[src/rtl/pong_pkg.sv]
// pong_pkg: shared geometry for the pong datapath (paddle and ball blocks).
//   COORD_W    width of every screen / paddle coordinate
//   SCREEN_H   visible height in pixels
//   TOP_MARGIN score-bar height; paddle_y = 0 sits on this screen row
//   PADDLE_H   paddle height in pixels
//   Y_MAX      largest legal paddle top edge (paddle bottom touches screen bottom)
//   CENTER_Y   paddle rest position after reset or game over
package pong_pkg;

  localparam int COORD_W    = 10;
  localparam int SCREEN_H   = 480;
  localparam int TOP_MARGIN = 25;
  localparam int PADDLE_H   = 72;
  localparam int Y_MAX      = SCREEN_H - TOP_MARGIN - PADDLE_H;
  localparam int CENTER_Y   = Y_MAX / 2;

  typedef logic [COORD_W-1:0] coord_t;

endpackage

[src/rtl/btn_debounce.sv]
// btn_debounce: conditions one raw, asynchronous push-button.
//   clk      system clock
//   reset_n  asynchronous, active-low reset
//   raw      raw button input (any timing)
//   level    debounced level; follows raw only after it has been stable
//            for 2^DB_BITS clk cycles behind a 2-flop synchronizer
module btn_debounce #(
  parameter int DB_BITS = 16
) (
  input  logic clk,
  input  logic reset_n,
  input  logic raw,
  output logic level
);

  logic               sync1;
  logic               sync2;
  logic [DB_BITS-1:0] cnt;

  // The counter only runs while the synchronized input disagrees with the
  // debounced level; any bounce back to agreement restarts the wait.
  always_ff @(posedge clk or negedge reset_n) begin
    if (!reset_n) begin
      sync1 <= 1'b0;
      sync2 <= 1'b0;
      cnt   <= '0;
      level <= 1'b0;
    end else begin
      sync1 <= raw;
      sync2 <= sync1;
      if (sync2 == level) begin
        cnt <= '0;
      end else if (&cnt) begin
        level <= sync2;
        cnt   <= '0;
      end else begin
        cnt <= cnt + DB_BITS'(1);
      end
    end
  end

endmodule

[src/rtl/paddle_ctrl.sv]
// paddle_ctrl: produces the top edge of both paddles, measured from TOP_MARGIN.
//   clk            system clock
//   reset_n        asynchronous, active-low reset (paddles recentre)
//   refresh_tick   one-clk pulse per frame; positions move only on it
//   game_active    movement enable
//   game_over      level input; recentres both paddles on a tick
//   p1_up/p1_down  raw buttons, player 1
//   p2_up/p2_down  raw buttons, player 2 (ignored while ai_enable = 1)
//   ai_enable      1 = paddle 2 tracks ball_y
//   ball_y         current ball row in screen coordinates
//   paddle1_y      paddle 1 top edge, 0..Y_MAX
//   paddle2_y      paddle 2 top edge, 0..Y_MAX
module paddle_ctrl
  import pong_pkg::*;
#(
  parameter int PADDLE_SPEED = 4,
  parameter int AI_SPEED     = 3,
  parameter int AI_DEADBAND  = 4,
  parameter int DB_BITS      = 16
) (
  input  logic               clk,
  input  logic               reset_n,
  input  logic               refresh_tick,
  input  logic               game_active,
  input  logic               game_over,
  input  logic               p1_up,
  input  logic               p1_down,
  input  logic               p2_up,
  input  logic               p2_down,
  input  logic               ai_enable,
  input  logic [COORD_W-1:0] ball_y,
  output logic [COORD_W-1:0] paddle1_y,
  output logic [COORD_W-1:0] paddle2_y
);

  // One extra bit plus sign so that y - speed and y + speed never wrap.
  localparam int EXT_W = COORD_W + 1;
  localparam logic signed [EXT_W-1:0] SPEED_S = EXT_W'(PADDLE_SPEED);
  localparam logic signed [EXT_W-1:0] Y_MAX_S = EXT_W'(Y_MAX);
  localparam logic        [EXT_W-1:0] AI_SPD_U = EXT_W'(AI_SPEED);
  localparam logic        [EXT_W-1:0] AI_DB_U  = EXT_W'(AI_DEADBAND);
  localparam coord_t                  AI_SPD_C = COORD_W'(AI_SPEED);
  localparam coord_t                  CENTER_C = COORD_W'(CENTER_Y);
  localparam coord_t                  Y_MAX_C  = COORD_W'(Y_MAX);

  // Target offset: the AI aims the paddle centre at the ball row.
  localparam int TGT_W = COORD_W + 2;
  localparam logic signed [TGT_W-1:0] TGT_OFF_S = TGT_W'(TOP_MARGIN + PADDLE_H / 2);
  localparam logic signed [TGT_W-1:0] TGT_MAX_S = TGT_W'(Y_MAX);

  logic   p1_up_lvl;
  logic   p1_down_lvl;
  logic   p2_up_lvl;
  logic   p2_down_lvl;
  coord_t ai_target;
  logic signed [TGT_W-1:0] tgt_raw;
  coord_t tgt_clamped;

  btn_debounce #(.DB_BITS(DB_BITS)) u_db_p1_up (
    .clk(clk), .reset_n(reset_n), .raw(p1_up), .level(p1_up_lvl)
  );
  btn_debounce #(.DB_BITS(DB_BITS)) u_db_p1_down (
    .clk(clk), .reset_n(reset_n), .raw(p1_down), .level(p1_down_lvl)
  );
  btn_debounce #(.DB_BITS(DB_BITS)) u_db_p2_up (
    .clk(clk), .reset_n(reset_n), .raw(p2_up), .level(p2_up_lvl)
  );
  btn_debounce #(.DB_BITS(DB_BITS)) u_db_p2_down (
    .clk(clk), .reset_n(reset_n), .raw(p2_down), .level(p2_down_lvl)
  );

  // Button-driven move with saturation at 0 and Y_MAX.
  function automatic coord_t manual_step(coord_t y, logic up, logic down);
    logic signed [EXT_W-1:0] ext;
    coord_t                  res;
    ext = signed'({1'b0, y});
    res = y;
    if (up && !down) begin
      ext = ext - SPEED_S;
      res = ext[EXT_W-1] ? '0 : ext[COORD_W-1:0];
    end else if (down && !up) begin
      ext = ext + SPEED_S;
      res = (ext > Y_MAX_S) ? Y_MAX_C : ext[COORD_W-1:0];
    end
    return res;
  endfunction

  // Tracking move: at most AI_SPEED per tick, never overshooting the target,
  // and no motion while inside the deadband.
  function automatic coord_t ai_step(coord_t y, coord_t tgt);
    logic [EXT_W-1:0] ye;
    logic [EXT_W-1:0] te;
    logic [EXT_W-1:0] diff;
    coord_t           res;
    ye   = {1'b0, y};
    te   = {1'b0, tgt};
    diff = '0;
    res  = y;
    if (te > ye + AI_DB_U) begin
      diff = te - ye;
      res  = (diff > AI_SPD_U) ? y + AI_SPD_C : tgt;
    end else if (te + AI_DB_U < ye) begin
      diff = ye - te;
      res  = (diff > AI_SPD_U) ? y - AI_SPD_C : tgt;
    end
    return res;
  endfunction

  // Ball row to paddle top edge, clamped into the legal paddle range.
  always_comb begin
    tgt_raw     = signed'({2'b00, ball_y}) - TGT_OFF_S;
    tgt_clamped = '0;
    if (tgt_raw[TGT_W-1]) begin
      tgt_clamped = '0;
    end else if (tgt_raw > TGT_MAX_S) begin
      tgt_clamped = Y_MAX_C;
    end else begin
      tgt_clamped = tgt_raw[COORD_W-1:0];
    end
  end

  always_ff @(posedge clk or negedge reset_n) begin
    if (!reset_n) begin
      ai_target <= '0;
    end else begin
      ai_target <= tgt_clamped;
    end
  end

  always_ff @(posedge clk or negedge reset_n) begin
    if (!reset_n) begin
      paddle1_y <= CENTER_C;
      paddle2_y <= CENTER_C;
    end else if (refresh_tick) begin
      if (game_over) begin
        paddle1_y <= CENTER_C;
        paddle2_y <= CENTER_C;
      end else if (game_active) begin
        paddle1_y <= manual_step(paddle1_y, p1_up_lvl, p1_down_lvl);
        if (ai_enable) begin
          paddle2_y <= ai_step(paddle2_y, ai_target);
        end else begin
          paddle2_y <= manual_step(paddle2_y, p2_up_lvl, p2_down_lvl);
        end
      end
    end
  end

endmodule

[config.mk]
export PLATFORM = sky130hd
export DESIGN_NAME = paddle_ctrl
export DESIGN_NICKNAME = d
export VERILOG_FILES = /design/src/rtl/pong_pkg.sv /design/src/rtl/btn_debounce.sv /design/src/rtl/paddle_ctrl.sv
export SDC_FILE = /design/constraint.sdc
export NUM_CORES = 1
export LEC_CHECK = 0
export BUFFER_PORTS_ARGS = -buffer_cell sky130_fd_sc_hd__buf_2
export CAP_MARGIN = 20
export CORE_MARGIN = 3
export CORE_UTILIZATION = 63
export CTS_CLUSTER_SIZE = 25
export DETAILED_ROUTE_END_ITERATION = 7
export GPL_ROUTABILITY_DRIVEN = 0
export PLACE_DENSITY = 0.82
export SLEW_MARGIN = 20
export SYNTH_ARGS = -nofsm -noshare
export SYNTH_HDL_FRONTEND = slang
export SYNTH_HIERARCHICAL = 1
export SYNTH_SLANG_ARGS = --single-unit
[constraint.sdc]
create_clock -name clk -period 4.56 [get_ports clk]
set_clock_uncertainty 0.2 [all_clocks]
set_input_delay 0.912 -clock clk [delete_from_list [all_inputs] [get_ports clk]]
set_output_delay 0.912 -clock clk [all_outputs]
set_load 0.01 [all_outputs]
==> results of run 1 <==
## power by group through the flow
stage	registers [µW]	clock network [µW]	logic, µW
floorplan	1240	0	1990
global placement	1340	0	2430
detailed placement	1350	0	2470
CTS	1330	771	2480
global route	1370	809	2800
finish	1340	757	2530
## cells by family (layout without fill, tap and decap cells)
group           Yosys count  in the layout  share of synthesized area, %
xor+xnor                 90             90                          9.61
other cells               1              1                        0.0457
compound gates          221            221                          19.1
buf+inv                  92            111                          4.86
flops                   105            105                          32.2
fa+ha+maj                54             54                          8.42
mux                      16             16                          2.09
simple gates            363            363                          23.6
## flip-flops by register name, indices dropped and copies added (netlist names), 9 cells and up
| register | count |
|---|---|
| paddle1_y | 9 |
| u_db_p2_down/cnt | 16 |
| u_db_p1_up/cnt | 16 |
| ai_target | 10 |
| paddle2_y | 10 |
| u_db_p2_up/cnt | 16 |
| u_db_p1_down/cnt | 16 |
## routing by layer
metal  vias to the layer above  routed length [µm]  track usage [%]
li1                       3412                   -                -
met1                      3335                8240             35.9
met2                       232                8720             42.7
met3                        47                1180             4.76
met4                         0                 515             9.38
met5                         -                   0                0
## worst paths after layout
| kind | slack [ns] | from | endpoint | cells past startpoint |
|---|---|---|---|---|
| worst max-delay path | 0.48 | paddle2_y[2] | paddle2_y[2] | 13 |
| worst min-delay path | 0.16 | u_db_p2_up/sync1 | u_db_p2_up/sync2 | 0 |
| worst max register to register | 0.48 | paddle2_y[2] | paddle2_y[2] | 13 |
| worst min register to register | 0.16 | u_db_p2_up/sync1 | u_db_p2_up/sync2 | 0 |
| max in group asynchronous | 2.86 | reset_n | paddle2_y[3] | 2 |
| min in group asynchronous | 0.46 | reset_n | paddle2_y[9] | 1 |
## synth_stat cells, drive strengths merged (5+ instances only)
cell    instances
a211o           7
a21o            8
a21oi          47
a31oi          14
and2            7
and3           11
buf            17
clkbuf         22
dfrtp          92
dfstp          13
ha             52
inv            50
mux2            6
mux2i          10
nand2          62
nand2b         13
nand3          33
nand3b         17
nand4          18
nor2          105
nor2b          12
nor3           30
nor3b           6
nor4           14
o211ai         11
o21ai          46
o21bai          7
o22a            6
o22ai           7
or3            17
or4             5
xnor2          62
xor2           28
## cell type report
class                           instances  area (µm²)  area share (%)
Inverter                               53         199            2.27
Clock inverter                          5        63.8           0.729
Sequential cell                       105        2640            30.2
Clock buffer                            9         225            2.57
Tap cell                              172         215            2.46
Multi-Input combinational cell        745        5170            59.1
Timing Repair Buffer                   44         235            2.69
## through the flow
step	hold WS, ns	cell area [µm²]	total power [µW]
after floorplan	0.131	8210	3230
after global placement	0.133	8460	3770
after detailed placement	0.146	8460	3810
after CTS	0.164	8740	4580
after global routing	0.170	8750	4970
final	0.163	8750	4620
## worst reg2reg max path, cell delays in order (launching register included)
cell and delay (ns):
dfstp_2 0.69, ha_1 0.25, nand3_1 0.24, nor2_1 0.20, xnor2_1 0.12, ha_1 0.31, a21o_1 0.11, a21oi_1 0.07
a211oi_1 0.35, o21a_1 0.23, a21oi_1 0.08, o21ai_1 0.71, o21ai_0 0.27, o22ai_1 0.18
==> results.md, run 1 <==
* Outcome: completed
* Most common cell after layout, fill and taps aside: nor2_1
* #FFs+latches synth at 105
* Clock Path Buffers at 2
* Non-Filler Instances at roughly 1100
* Distinct cells, synth at 91
* GRT Residual Overflow at 0
* Final net count at 1032
* Post-synthesis net count at 1016
* Sequential-to-total area share from yosys stat at 32.2%
* Clock share of power at 16.4%
* Clock root buffer: clkbuf_16
* All-Layer GR Usage at 26.5%
* Critical path arrival at 4.14 ns
* CTS buffer count at 9
* Via count at between 7000 and 8000
* Share of cells above drive strength 1 at 12.2%
* Worst min path class: reg2reg
* Sink Count at 105
* Syn Area/Cell at 8.71 µm²
* Final setup vio count at 0
* Vias in the first global route at approximately 6600
* Vias/cell at 6.20
* Combinational share of power at 54.6%
* Post-DP HPWL at 13.7 mm
* Clk pin slew, worst setup/hold paths at 0.07 ns
* DRC viols at 0
* Buffers & Inverters on Critical Path at 0
* Wire per inst at 16.5 µm
* Period utilization at 89.5%
* Die area at 0.0144 mm²
* Relative slew slack at between 40 and 50%
* Fin Setup TNS at 0 ns
* Net Switching at approximately 2100 µW
* Worst skew pair latency at between 0.3 and 0.4 ns
* Required @ worst endpoint at 4.62 ns
* Maximum clock frequency at about 240 MHz
* Synth top area cells: dfrtp_1 28%, ha_1 7.9%, xnor2_1 6.6%
* Resize count post-CTS at 0
* Crit-path leading delay family: compound AO/OA/AOI/OAI gates
* Slew @ Worst Pin at approximately 0.87 ns
* Final worst slack at 0.478 ns
* H-Tree Depth at 3
* Synthesized instance count at approximately 940
* Die width at 120 µm
* Netlist Area Pre-Place at a little over 0.008 mm²
* Ys flop type: dfrtp_1
* Crit Path Category: reg2reg
* # Post-CTS Setup Buffers at 0
* Setup crit start kind: flip-flop
* Maxcap violations at 0
* Area leader, netlist: dfrtp_1
* Most frequent cells in the layout: 104 x nor2_1, 92 x dfrtp_1, 62 x xnor2_1, 62 x nand2_1, 52 x ha_1
* First-pass GRT wire length at approximately 31 mm
* Post-synth EDFFs at 0
* Sw frac at about 45%
* Placed insts at 1119
* Routed WL at roughly 19 mm
* I/O pin count at 40
* Maximum vdd ir drop at ~0.30 mV
* Pre-antenna DRT Iters at 5
* Slew Viols, Final at 0
* RSZ-0062 raised after global routing: false
* Final hold violations at 0
* Synth warnings at 6
* Crit path time final at 4.08 ns
* Rows at 41
* Hold-fix buffers, CTS at 0
* Number of port buffers at 39
* Antenna cells at 0
* Place WS at 0.256 ns
* Cells along the critical path: ha_1, nand3_1, nor2_1, xnor2_1, ha_1, a21o_1, a21oi_1, a211oi_1, o21a_1, a21oi_1, o21ai_1, o21ai_0, o22ai_1
* Area Overhead vs Synth at 6.65%
* Initial core utilization at 64.8%
* Crit Path Max Fanout at 14
* Initial antenna violation count at 0
* Antenna-violating nets left at 0
* Pwr dens at ~530 mW/mm²
* Filler cell count at between 1000 and 1500
* CORE AREA at 0.0127 mm²
* Largest net degree at the start of global routing at 61
* Top cell type's share of synthesized area at 28.1%
* CTS tree: done
* Critical-path top delay cell: o21ai_1
* Crit end category: flip-flop
* Initial drt markers at 712
* Leak pwr at approximately 0.0037 µW
* Pint at 2550 µW
* Post-synth ARST share at 100%
* Final Util at between 60% and 70%
* Die Span Y at 120 µm
* Max incr delay on CP at 0.71 ns
* Seq pwr share at 29.0%
Power figures use the tool's default switching activity.
==> run 2, diff against run 1 <==
--- a/config.mk
+++ b/config.mk
@@ -5,6 +5,7 @@
 export SDC_FILE = /design/constraint.sdc
 export NUM_CORES = 1
 export LEC_CHECK = 0
+export ABC_AREA = 1
 export BUFFER_PORTS_ARGS = -buffer_cell sky130_fd_sc_hd__buf_2
 export CAP_MARGIN = 20
 export CORE_MARGIN = 3
@@ -12,7 +13,7 @@
 export CTS_CLUSTER_SIZE = 25
 export DETAILED_ROUTE_END_ITERATION = 7
 export GPL_ROUTABILITY_DRIVEN = 0
-export PLACE_DENSITY = 0.82
+export PLACE_DENSITY = 0.81
 export SLEW_MARGIN = 20
 export SYNTH_ARGS = -nofsm -noshare
 export SYNTH_HDL_FRONTEND = slang
==> results.md, run 2 <==
* Slew Viols, Final at 0
* Outcome: completed
* Most common cell after layout, fill and taps aside: nand2_1
* Vias in the first global route at 7256
* Top cell type's share of synthesized area at a little over a quarter
* Net Switching at 1930 µW
* #FFs+latches synth at between 100 and 150
* Routed WL at just over 20 mm
* CTS buffer count at 9
* Min-delay src: u_db_p2_up/sync1
* Critical-path top delay cell: dfstp_2
* Worst min path class: reg2reg
* Sequential-to-total area share from yosys stat at 30.3%
* Maxcap violations at 0
* Clock Path Buffers at 2
* Wire per inst at 14.3 µm
* Relative slew slack at 50.1%
* Combinational share of power at between 50 and 60%
* Sink Count at 105
* Critical path arrival at between 3 and 4 ns
* Number of port buffers at 39
* Ys flop type: dfrtp_1
* GRT Residual Overflow at 0
* Seq pwr share at 30.1%
* Fin area at 0.00937 mm²
* H-Tree Depth at 3
* Syn Area/Cell at 7.34 µm²
* DRC viols at 0
* Hold WS at 0.155 ns
* Sw frac at 46.9%
* Antenna-violating nets left at 0
* Cells along the critical path: ha_1, nand3_1, nor2_1, a21oi_1, nor2_1, inv_1, ha_1, and3_1, nand4_1, nand2_1, inv_1, nand2_2, nand3_1, nand2_1, inv_1, nand2_1, nor2_1, a21oi_1
* Area Overhead vs Synth at 7.33%
* Most frequent cells in the layout: 290 x nand2_1, 141 x inv_1, 120 x nor2_1, 113 x nand3_1, 92 x dfrtp_1
* Crit path time final at 3.67 ns
* Crit path launch: paddle2_y[2]
* Synth top area cells: dfrtp_1 26%, nand2_1 12%, ha_1 7.5%
* Slew @ Worst Pin at 0.748 ns
* Resize count post-CTS at 0
* Period utilization at between 80% and 90%
* Count leader, synth: nand2_1
* All-Layer GR Usage at 27.5%
* Crit Path Max Fanout at 11
* Worst skew pair latency at 0.35 ns
* Clock root buffer: clkbuf_16
* CTS tree: done
* Synthesized instance count at 1189
* # Post-CTS Setup Buffers at 0
* Final net count at roughly 1300
* Crit end category: flip-flop
* Final worst slack at roughly 0.9 ns
* Vias/cell at between 5 and 6
* Setup crit start kind: flip-flop
* Hold-fix buffers, CTS at 0
* Pre-antenna DRT Iters at 5
* Largest net degree at the start of global routing at 81
* Buffers & Inverters on Critical Path at 3
* Area post-placement at 0.00907 mm²
* Leak pwr at 0.00447 µW
* Pint at 2190 µW
* Max incr delay on CP at 0.65 ns
* Share of cells above drive strength 1 at 16.5%
* Die area at 0.0153 mm²
* Clock share of power at 18.7%
* Synth warnings at 6
* Crit-path leading delay family: simple AND/OR/NAND/NOR gates
* Required @ worst endpoint at 4.63 ns
* Distinct cells, synth at 50
* Antenna cells at 0
* Area leader, netlist: dfrtp_1
* Place WS at 0.987 ns
* CORE AREA at 0.0134 mm²
* Netlist Area Pre-Place at 0.00873 mm²
* Post-synthesis net count at 1263
* Crit Path Category: reg2reg
* Maximum vdd ir drop at 0.388 mV
* Final hold violations at 0
* Maximum clock frequency at 273 MHz
* Initial antenna violation count at 0
* Worst reg2reg startpoint: paddle2_y[2]
* I/O pin count at 40
* Clk pin slew, worst setup/hold paths at 0.08 ns
* Final setup vio count at 0
* Final Util at between 60% and 70%
* Rows at between 40 and 50
* Filler cell count at about 1100
* Fin Setup TNS at 0 ns
* Post-DP HPWL at 15.2 mm
* Synth top cells by count: 290 x nand2_1, 141 x inv_1, 120 x nor2_1
* First-pass GRT wire length at 33.9 mm
* Pwr dens at between 400 and 500 mW/mm²
* Die width at around 120 µm
* Initial drt markers at 605
* Post-synth ARST share at 100%
* Via count at around 7800
* RSZ-0062 raised after global routing: false
* Post-synth EDFFs at 0
* Die Span Y at approximately 120 µm
* Initial core utilization at 65.1%
-- run 2: logic make-up after synthesis --
logic type | after synthesis | share of synthesized area (%)
compound gates | 88 | 5.88
fa+ha+maj | 54 | 7.91
xor+xnor | 76 | 7.97
other cells | 1 | 0.0430
buf+inv | 164 | 7.63
simple gates | 701 | 40.3
flops | 105 | 30.3
-- run 2: layout make-up --
type	count	area, µm²	share of cell area, %
Clock buffer	10	239	2.55
Clock inverter	6	56.3	0.601
Inverter	150	566	6.04
Multi-Input combinational cell	920	5420	57.8
Sequential cell	105	2640	28.2
Tap cell	176	220	2.35
Timing Repair Buffer	42	224	2.39
-- run 2: final timing paths --
check                                   endpoint  slack (ns)  cells past startpoint
worst max-delay path                paddle2_y[1]        0.89                     18
min in group asynchronous           ai_target[0]        0.39                      1
max in group asynchronous           paddle1_y[4]        2.98                      2
worst min-delay path            u_db_p2_up/sync2        0.15                      0
worst max register to register      paddle2_y[1]        0.89                     18
worst min register to register  u_db_p2_up/sync2        0.15                      0
-- run 2: metrics by stage --
stage / cells / power [µW]
after floorplan: 1189 / 2820
after global placement: 1393 / 3280
after detailed placement: 1393 / 3300
after CTS: 1409 / 4090
after global routing: 1409 / 4440
final: 1409 / 4120
-- run 2: routing by layer --
metal  vias up  global-route usage (%)  wire (µm)
li1       3884                       -          -
met1      3571                    37.3       8970
met2       258                    45.1       9480
met3        48                    4.41       1180
met4         0                    9.13        480
met5         -                       0          0
-- run 2: worst register-to-register path, stage by stage, from the launching register on --
cell	delay, ns
dfstp_2	0.65
ha_1	0.25
nand3_1	0.15
nor2_1	0.16
a21oi_1	0.08
nor2_1	0.16
inv_1	0.07
ha_1	0.29
and3_1	0.17
nand4_1	0.10
nand2_1	0.07
inv_1	0.05
nand2_2	0.16
nand3_1	0.11
nand2_1	0.33
inv_1	0.23
nand2_1	0.13
nor2_1	0.06
a21oi_1	0.16
-- run 2: power by group through the flow --
stage / sequential, µW / clock, µW / combinational [µW]
5_1_grt: 1250 / 823 / 2370
2_1_floorplan: 1190 / 0 / 1630
6_report: 1240 / 770 / 2110
3_3_place_gp: 1250 / 0 / 2030
3_5_place_dp: 1250 / 0 / 2050
4_1_cts: 1230 / 793 / 2070
